`config.mk`:
```
export PLATFORM = sky130hd
export DESIGN_NAME = muldiv_unit
export DESIGN_NICKNAME = d
export VERILOG_FILES = /design/src/rtl/muldiv_unit.sv
export SDC_FILE = /design/constraint.sdc
export NUM_CORES = 1
export LEC_CHECK = 0
export CELL_PAD_IN_SITES_DETAIL_PLACEMENT = 0
export CELL_PAD_IN_SITES_GLOBAL_PLACEMENT = 1
export CORE_UTILIZATION = 49
export CTS_BUF_LIST = sky130_fd_sc_hd__clkbuf_2
export CTS_CLUSTER_SIZE = 20
export DETAILED_ROUTE_END_ITERATION = 6
export MAX_ROUTING_LAYER = met4
export PLACE_DENSITY_LB_ADDON = 0.05
export SYNTH_ARGS = -nofsm -noshare
export SYNTH_HDL_FRONTEND = slang
export SYNTH_SLANG_ARGS = --single-unit
```
`constraint.sdc`:
```
create_clock -name clk -period 15.5 [get_ports clk]
set_input_delay 3.1 -clock clk [delete_from_list [all_inputs] [get_ports clk]]
set_output_delay 3.1 -clock clk [all_outputs]
set_load 0.005 [all_outputs]
```
`src/rtl/muldiv_unit.sv`:
```
// Iterative RV32M multiply/divide unit: shift-add multiply, restoring divide, one bit per cycle.
// Define MULDIV_FAST_MUL_EN to compute multiplies with a single-cycle combinational product.
module muldiv_unit #(
    parameter int unsigned XLEN  = 32,
    parameter int unsigned ITERS = 32
) (
    input  logic            clk,
    input  logic            rst,
    input  logic            start,
    input  logic [2:0]      funct3,
    input  logic [XLEN-1:0] rs1_data,
    input  logic [XLEN-1:0] rs2_data,
    input  logic [4:0]      rd_in,
    output logic            busy,
    output logic            done,
    output logic [XLEN-1:0] result,
    output logic [4:0]      rd_out,
    output logic            write_enable
);
    localparam int unsigned CW = $clog2(ITERS) + 1;

    typedef enum logic [1:0] {IDLE, MUL, DIV, DONE} state_t;

    state_t            state;
    logic [CW-1:0]     cnt;
    logic [2:0]        op;
    logic              neg_main;
    logic              neg_rem;
    logic [XLEN-1:0]   opnd;
    logic [2*XLEN-1:0] acc;
    logic [2*XLEN-1:0] acc_next;

    logic              is_mul_in;
    logic              sign_a;
    logic              sign_b;
    logic              neg_in;
    logic [XLEN-1:0]   a_abs;
    logic [XLEN-1:0]   b_abs;
    logic [XLEN:0]     add_sum;
    logic [XLEN:0]     shifted;
    logic [XLEN:0]     trial;

    always_comb begin
        is_mul_in = ~funct3[2];
        sign_a = rs1_data[XLEN-1] & (funct3 != 3'd3) & (funct3 != 3'd5) & (funct3 != 3'd7);
        sign_b = rs2_data[XLEN-1] & ((funct3 == 3'd0) | (funct3 == 3'd1) |
                                     (funct3 == 3'd4) | (funct3 == 3'd6));
        // A zero divisor must not flip the all-ones quotient; a zero product is unaffected.
        neg_in = (sign_a ^ sign_b) & (|rs2_data);
        a_abs  = sign_a ? -rs1_data : rs1_data;
        b_abs  = sign_b ? -rs2_data : rs2_data;
    end

    // acc holds {hi, multiplier} when multiplying and {remainder, dividend/quotient} when dividing.
    always_comb begin
        add_sum = {1'b0, acc[2*XLEN-1:XLEN]} + (acc[0] ? {1'b0, opnd} : '0);
        shifted = {acc[2*XLEN-1:XLEN], acc[XLEN-1]};
        trial   = shifted - {1'b0, opnd};
        if (state == MUL)
            acc_next = {add_sum, acc[XLEN-1:1]};
        else if (!trial[XLEN])
            acc_next = {trial[XLEN-1:0], acc[XLEN-2:0], 1'b1};
        else
            acc_next = {shifted[XLEN-1:0], acc[XLEN-2:0], 1'b0};
    end

`ifdef MULDIV_FAST_MUL_EN
    logic [2*XLEN-1:0] prod_full;
    always_comb prod_full = (2*XLEN)'(a_abs) * (2*XLEN)'(b_abs);
`endif

    function automatic logic [XLEN-1:0] finalize(input logic [2:0] f, input logic [2*XLEN-1:0] v,
                                                 input logic nm, input logic nr);
        logic [2*XLEN-1:0] p;
        logic [XLEN-1:0]   q;
        logic [XLEN-1:0]   r;
        logic [XLEN-1:0]   res;
        p = nm ? -v : v;
        q = nm ? -v[XLEN-1:0] : v[XLEN-1:0];
        r = nr ? -v[2*XLEN-1:XLEN] : v[2*XLEN-1:XLEN];
        if (!f[2])
            res = (f == 3'd0) ? p[XLEN-1:0] : p[2*XLEN-1:XLEN];
        else
            res = f[1] ? r : q;
        return res;
    endfunction

    always_ff @(posedge clk) begin
        if (rst) begin
            state        <= IDLE;
            busy         <= 1'b0;
            done         <= 1'b0;
            write_enable <= 1'b0;
            result       <= '0;
            rd_out       <= '0;
            cnt          <= '0;
            op           <= '0;
            neg_main     <= 1'b0;
            neg_rem      <= 1'b0;
            opnd         <= '0;
            acc          <= '0;
        end else begin
            case (state)
                IDLE: begin
                    if (start) begin
                        op       <= funct3;
                        rd_out   <= rd_in;
                        cnt      <= '0;
                        busy     <= 1'b1;
                        neg_main <= neg_in;
                        neg_rem  <= sign_a;
                        if (is_mul_in) begin
                            opnd <= a_abs;
                            acc  <= {{XLEN{1'b0}}, b_abs};
`ifdef MULDIV_FAST_MUL_EN
                            result       <= finalize(funct3, prod_full, neg_in, sign_a);
                            done         <= 1'b1;
                            write_enable <= |rd_in;
                            state        <= DONE;
`else
                            state <= MUL;
`endif
                        end else begin
                            opnd  <= b_abs;
                            acc   <= {{XLEN{1'b0}}, a_abs};
                            state <= DIV;
                        end
                    end
                end
                MUL, DIV: begin
                    acc <= acc_next;
                    cnt <= cnt + 1'b1;
                    if (cnt == CW'(ITERS - 1)) begin
                        result       <= finalize(op, acc_next, neg_main, neg_rem);
                        done         <= 1'b1;
                        write_enable <= |rd_out;
                        state        <= DONE;
                    end
                end
                DONE: begin
                    done         <= 1'b0;
                    write_enable <= 1'b0;
                    busy         <= 1'b0;
                    state        <= IDLE;
                end
                default: state <= IDLE;
            endcase
        end
    end
endmodule
```
## Word level (Yosys, flattened, before mapping)

Cells that the tools add are included.

- Bitwise logic cells: 9
- Muxes and demuxes: 27
- Add/sub/neg operators: 8
- Equal/unequal tests: 12
- Reductions and logical operators: 15

Operators by type and width:

| cell | number |
|---|---|
| two-way mux 32 bit | 10 |
| two-way mux 64 bit | 4 |
| negation 32 bit | 4 |
| one-hot mux 64 bit (2 select lines) | 1 |
| negation 64 bit | 1 |
| adder 32 x 32 -> 33 bit | 1 |
| subtractor 33 x 32 -> 33 bit | 1 |
| OR reduction 32 bit | 1 |
| one-hot mux 6 bit (2 select lines) | 1 |
| AND reduction 2 bit | 6 |
| adder 6 x 1 -> 6 bit (second input constant) | 1 |
| equality test 3 bit (second input constant) | 2 |
| equality test 6 x 5 -> 1 bit (second input constant) | 1 |
| zero test 3 bit | 2 |
| two-way mux 2 bit | 3 |
| two-way mux 6 bit | 1 |
| inequality test 3 bit (second input constant) | 2 |
| one-hot mux 1 bit (2 select lines) | 3 |
| one-hot mux 2 bit (3 select lines) | 1 |
| nonzero test 2 bit | 3 |
| bitwise AND 1 bit | 5 |
| OR reduction 5 bit | 1 |
| equality test 2 bit (second input constant) | 2 |
| inequality test 2 bit (second input constant) | 2 |
| 8 further kinds | 12 |

- Register bits after elaboration: 149
- Word-level logic and storage cells: 83
- Bits of input ports: 75
- Output and inout port bits: 40

## Depth between registers and ports, before layout

- Depth after elaboration: 9
- Depth in mapped cells: 25
- Depth with buffers taken out: 24

## Least setup slack after synthesis

OpenSTA, ideal clock, no wires.

- Kind: input to register
- From: in rs1_data[9]
- To: reg acc[29]
- Library setup time: 132 ps
- Buffers on the path: 0
- Stages: 10
- Data arrival time: 5626 ps
- Path slack: 9742 ps
- Required time: 15368 ps
- Path through: or4_1 > or3_1 > or3_1 > nand2b_1 > or3_1 > o31ai_1 > xor2_1 > a21oi_1 > o211ai_1 > a21oi_1

- Word-level cells in the longest chain between the ends: 5

Ends and longest elaborated chain:

| element | RTL line | text |
|---|---|---|
| start: declaration | 11 | `input logic [XLEN-1:0] rs1_data,` |
| negation 32 bit | 50 | `a_abs = sign_a ? -rs1_data : rs1_data;` |
| two-way mux 32 bit | 50 |  |
| two-way mux 32 bit | 112 | `if (is_mul_in) begin` |
| two-way mux 64 bit | 105 | `if (start) begin` |
| one-hot mux 64 bit (2 select lines) | 103 | `case (state)` |
| end signal: assignment | 114 | `acc <= {{XLEN{1'b0}}, b_abs};` |
| end signal: assignment | 125 | `acc <= {{XLEN{1'b0}}, a_abs};` |
| end signal: assignment | 131 | `acc <= acc_next;` |
| end: declaration | 30 | `logic [2*XLEN-1:0] acc;` |

Every way passes these cells. The select of a mux whose other input is x is not followed.
A chain may end at the register's enable or synchronous reset.

## Worst setup path after layout

- From: reg acc[31]
- To: reg result[26]

- Word-level cells in the longest chain between the ends: 7
- Elaborated cells between the ends (all ways): 12
- Classes of those cells: add/sub: 4; mux: 8

Ends and longest elaborated chain:

| element | RTL line | text |
|---|---|---|
| subtractor 33 x 32 -> 33 bit | 58 | `trial = shifted - {1'b0, opnd};` |
| two-way mux 64 bit | 61 | `else if (!trial[XLEN])` |
| two-way mux 64 bit * | 59 | `if (state == MUL)` |
| negation 64 bit (tied with other cells) | 78 | `p = nm ? -v : v;` |
| two-way mux 64 bit (tied with other cells) | 78 |  |
| two-way mux 32 bit (on tied branches) | 82, 84 |  |
| two-way mux 32 bit * | 81 | `if (!f[2])` |
| end signal: assignment | 134 | `result <= finalize(op, acc_next, neg_main, neg_rem);` |
| end: declaration | 16 | `output logic [XLEN-1:0] result,` |

Mark *: on every way between the ends. The rest lies on a longest branch, timed or not.

==> metrics.yaml <==
cells_and_area:
  mostFrequentLayoutCell: "nand2_1"
  multiInputGateArea_um2: 11800
  drive_gt1_frac: 0.0612
  sequential_cell_area_um2: 2980
  syn2layout_area_growth_pct: 8.94
  filler_instances: 3166
  final_cell_mix: "nand2_1, nor2_1, a21oi_1, o21ai_0, dfxtp_1"
  nNetsFinal: 2391
global_routing:
  antenna_found_initial: 1
  first_pass_grt_wire_length_um: 90400
  largest_net_degree_at_the_start_of_global_routing: 91
  global_route.overflow_total: 0
  grt.total_usage: 0.367
  grt_pass1_vias: 15570
routing:
  routed_wirelength_um: 59100
  drt_pre_antenna_iters: 7
  wl_per_cell_um: 22.2
  vias_per_cell: 6.41
  routed-via-count: 17042
  detail_route.drc_violations: 4
  number_of_violations_reported_at_the_end_of_detailed_routing_iteration_0: 1716
  detail-route-antenna-nets: 0
placement:
  place.port_buffers: 114
  gp_congestion: 0.982
  post-dp-hpwl_um: 46200
clocking:
  clock_slew_at_reported_path_ffs_ns: 0.27
  cts_root_buf: "clkbuf_2"
  clock_sink_count: 149
  cts.repair_timing.setup_buffer_count: 0
  cts_repair_resize_count: 0
  cts_htree_levels: 4
  post_cts_hold_buffer_count: 0
  clk_latency_ns: 0.88
  ctsLongestPathBuffers: 2
  tritoncts.num_buffers: 17
  clock_tree_from_tritoncts: "yes"
yosys:
  synth_top_area_frac: 0.190
  count_of_flip_flops_with_a_built_in_enable_after_synthesis: 0
  syn_nets: 2371
  primary_ff_master_synth: "dfxtp_1"
  synth.area.top_cells: "dfxtp_1, nand2_1, a21oi_1, nor2_1, xnor2_1"
  summed_instance_area_of_the_synthesized_netlist_um2: 15700
  yosys.area.top_type: "dfxtp_1"
  postSynthRegisterBits: 149
  post_synth_inst_count: 2222
  syn_avg_cell_area_um2: 7.07
  synth_warnings: 0
  synth-seq-area-share: 0.190
  synthDistinctLibCells: 106
  asyncSetResetFlopFracSynth: 0
outcome:
  result_of_the_run: "complete, but fails checks"
  violations_in_the_final_reports: "design-rule violations"
sta:
  setup_viol_count_final: 0
  min_period_ns: 6.94
  achievable-frequency_mhz: 144
  tightestPinTransition_ns: 1.15
  worst_slew_margin_rel: 0.231
  final-hold-violation-count: 0
  grt_setup_unrepaired: "no"
  finClkSkew_ns: 0.0521
  total_neg_setup_slack_ns: 0
  timing.final.max_slew_violations: 0
  min_period_over_period: 0.447
worst_setup_path:
  setup.worst_path.end_class: "flip-flop"
  library_cell_appearing_most_often_on_the_critical_path: "inv_1"
  worst-setup-path-type: "flip-flop to flip-flop"
  r2r_start: "acc[31]$_SDFFE_PP0P_"
  critPathMaxStageDelay_ns: 0.73
  worstPathMaxFanout: 28
  timing.reg2reg.setup_slack_ns: 8.56
  critical_path_arrival_ns: 7.72
  worstReg2RegEnd: "result[26]$_SDFFE_PP0P_"
  worstRegToRegCells: 23
  timing.critical_path.cells: "inv_1 -> ha_1 -> inv_1 -> fa_1 -> a211oi_1 -> o211a_2 -> o211a_4 -> a2111o_1 -> nand3_1 -> nand2_2 -> a211oi_1 -> a21o_1 -> inv_1 -> ha_1 -> nor4b_1 -> nand3_1 -> and3_1 -> nor3_2 -> nand4_1 -> o41ai_1 -> xnor2_1 -> a21oi_1 -> a211o_1"
  cp.required_ns: 16.28
  critPathSlowestCell: "nand2_2"
  worst_setup_sp_type: "flip-flop"
min_path:
  holdCritStartpoint: "result[24]$_SDFFE_PP0P_"
  holdPathEnd: "result[24]$_SDFFE_PP0P_"
  holdPathStages: 2
  hold_path.class: "flip-flop to flip-flop"
run:
  max_cap_violations: 0
floorplanning:
  die-height_um: 181
  boundaryPins: 115
  core_area_um2: 31600
  rows: 65
  floorplan.die.width_um: 181
  initial_core_util: 0.498
  full_die_area_um2: 32800
metal layers:
metal | GRT usage | vias to the layer above | part of all wire
li1 | - | 8137 | -
met1 | 0.464 | 7981 | 0.43
met2 | 0.582 | 768 | 0.45
met3 | 0.0417 | 156 | 0.068
met4 | 0.182 | 0 | 0.051
met5 | - | - | 0
area by class of cell:
class | count | area share
Sequential cell | 149 | 0.174
Multi-Input combinational cell | 1871 | 0.690
Tap cell | 402 | 0.0294
Clock buffer | 17 | 0.00497
Inverter | 69 | 0.0151
Antenna cell | 1 | 0.000146
Clock inverter | 15 | 0.0108
Timing Repair Buffer | 134 | 0.0751
kinds of logic after synthesis:
kind of cell | synth area share
and+or+nand+nor | 0.250
AOI/OAI and AO/OA | 0.304
buffers and inverters | 0.0601
xor gates and xnor gates | 0.100
DFF | 0.190
adders and majority gates | 0.0599
muxes | 0.0357
worst max path at each step:
| stage | to | startpoint | slack, ns | cells after the start |
|---|---|---|---|---|
| global route | result[26]$_SDFFE_PP0P_ | opnd[15]$_SDFFE_PP0P_ | 8.04 | 22 |
| finish | result[26]$_SDFFE_PP0P_ | acc[31]$_SDFFE_PP0P_ | 8.56 | 23 |
| global placement | acc[31]$_SDFFE_PP0P_ | rs2_data[9] | 8.75 | 13 |
| CTS | result[26]$_SDFFE_PP0P_ | acc[31]$_SDFFE_PP0P_ | 8.77 | 23 |
| floorplan | acc[29]$_SDFFE_PP0P_ | rs1_data[9] | 9.74 | 10 |
| detailed placement | acc[31]$_SDFFE_PP0P_ | rs2_data[9] | 8.76 | 13 |
state kept, by name (all words and copies together) (netlist names):
signal / cells
cnt: 6
rd_out: 5
result: 32
neg_rem: 1
write_enable: 1
state: 2
busy: 1
neg_main: 1
opnd: 32
op: 3
done: 1
acc: 64
worst max-delay path, delay by kind of cell, from the launching register on:
family          cells  cell delay (ns)
simple gates        7             2.72
compound gates      9             2.49
fa+ha+maj           3             0.80
flops               1             0.42
buf+inv             3             0.27
xor+xnor            1             0.16
metrics by stage:
stage,hold WS [ns],std cells,util,instance area [µm²],setup slack (ns)
finish,0.456,2658,0.542,17100,8.56
global route,0.488,2658,0.542,17100,8.04
global placement,0.433,2625,0.533,16800,8.75
floorplan,0.435,2222,-,15700,9.74
detailed placement,0.436,2625,0.533,16800,8.76
CTS,0.463,2657,0.542,17100,8.77
synth_stat cells, types with 6 or more instances:
| cell type | instances |
|---|---|
| o221ai_1 | 6 |
| a21o_1 | 15 |
| a222oi_1 | 20 |
| o21ai_0 | 164 |
| o31ai_1 | 39 |
| nand2_1 | 300 |
| a21oi_1 | 197 |
| o22ai_1 | 6 |
| xor2_1 | 76 |
| nor4_1 | 14 |
| a211oi_1 | 42 |
| a22oi_1 | 26 |
| o21a_1 | 20 |
| and3_1 | 6 |
| nand3b_1 | 6 |
| a31oi_1 | 12 |
| ha_1 | 72 |
| o211ai_1 | 51 |
| mux2_2 | 24 |
| nand4_1 | 23 |
| a221oi_1 | 12 |
| clkbuf_1 | 95 |
| dfxtp_1 | 149 |
| mux2i_1 | 29 |
| xnor2_1 | 104 |
| buf_1 | 16 |
| or4_1 | 10 |
| a211o_1 | 7 |
| o2111ai_1 | 7 |
| nand3_1 | 44 |
| nor2_1 | 252 |
| inv_1 | 67 |
| or2_2 | 14 |
| and2_1 | 45 |
| nand2b_1 | 21 |
| clkbuf_8 | 11 |
| o41ai_1 | 15 |
| nor3_1 | 49 |
| or3_1 | 30 |
Power is not shown: default switching activity piles up to over one toggle a cycle in this logic, so the estimate is an artifact.
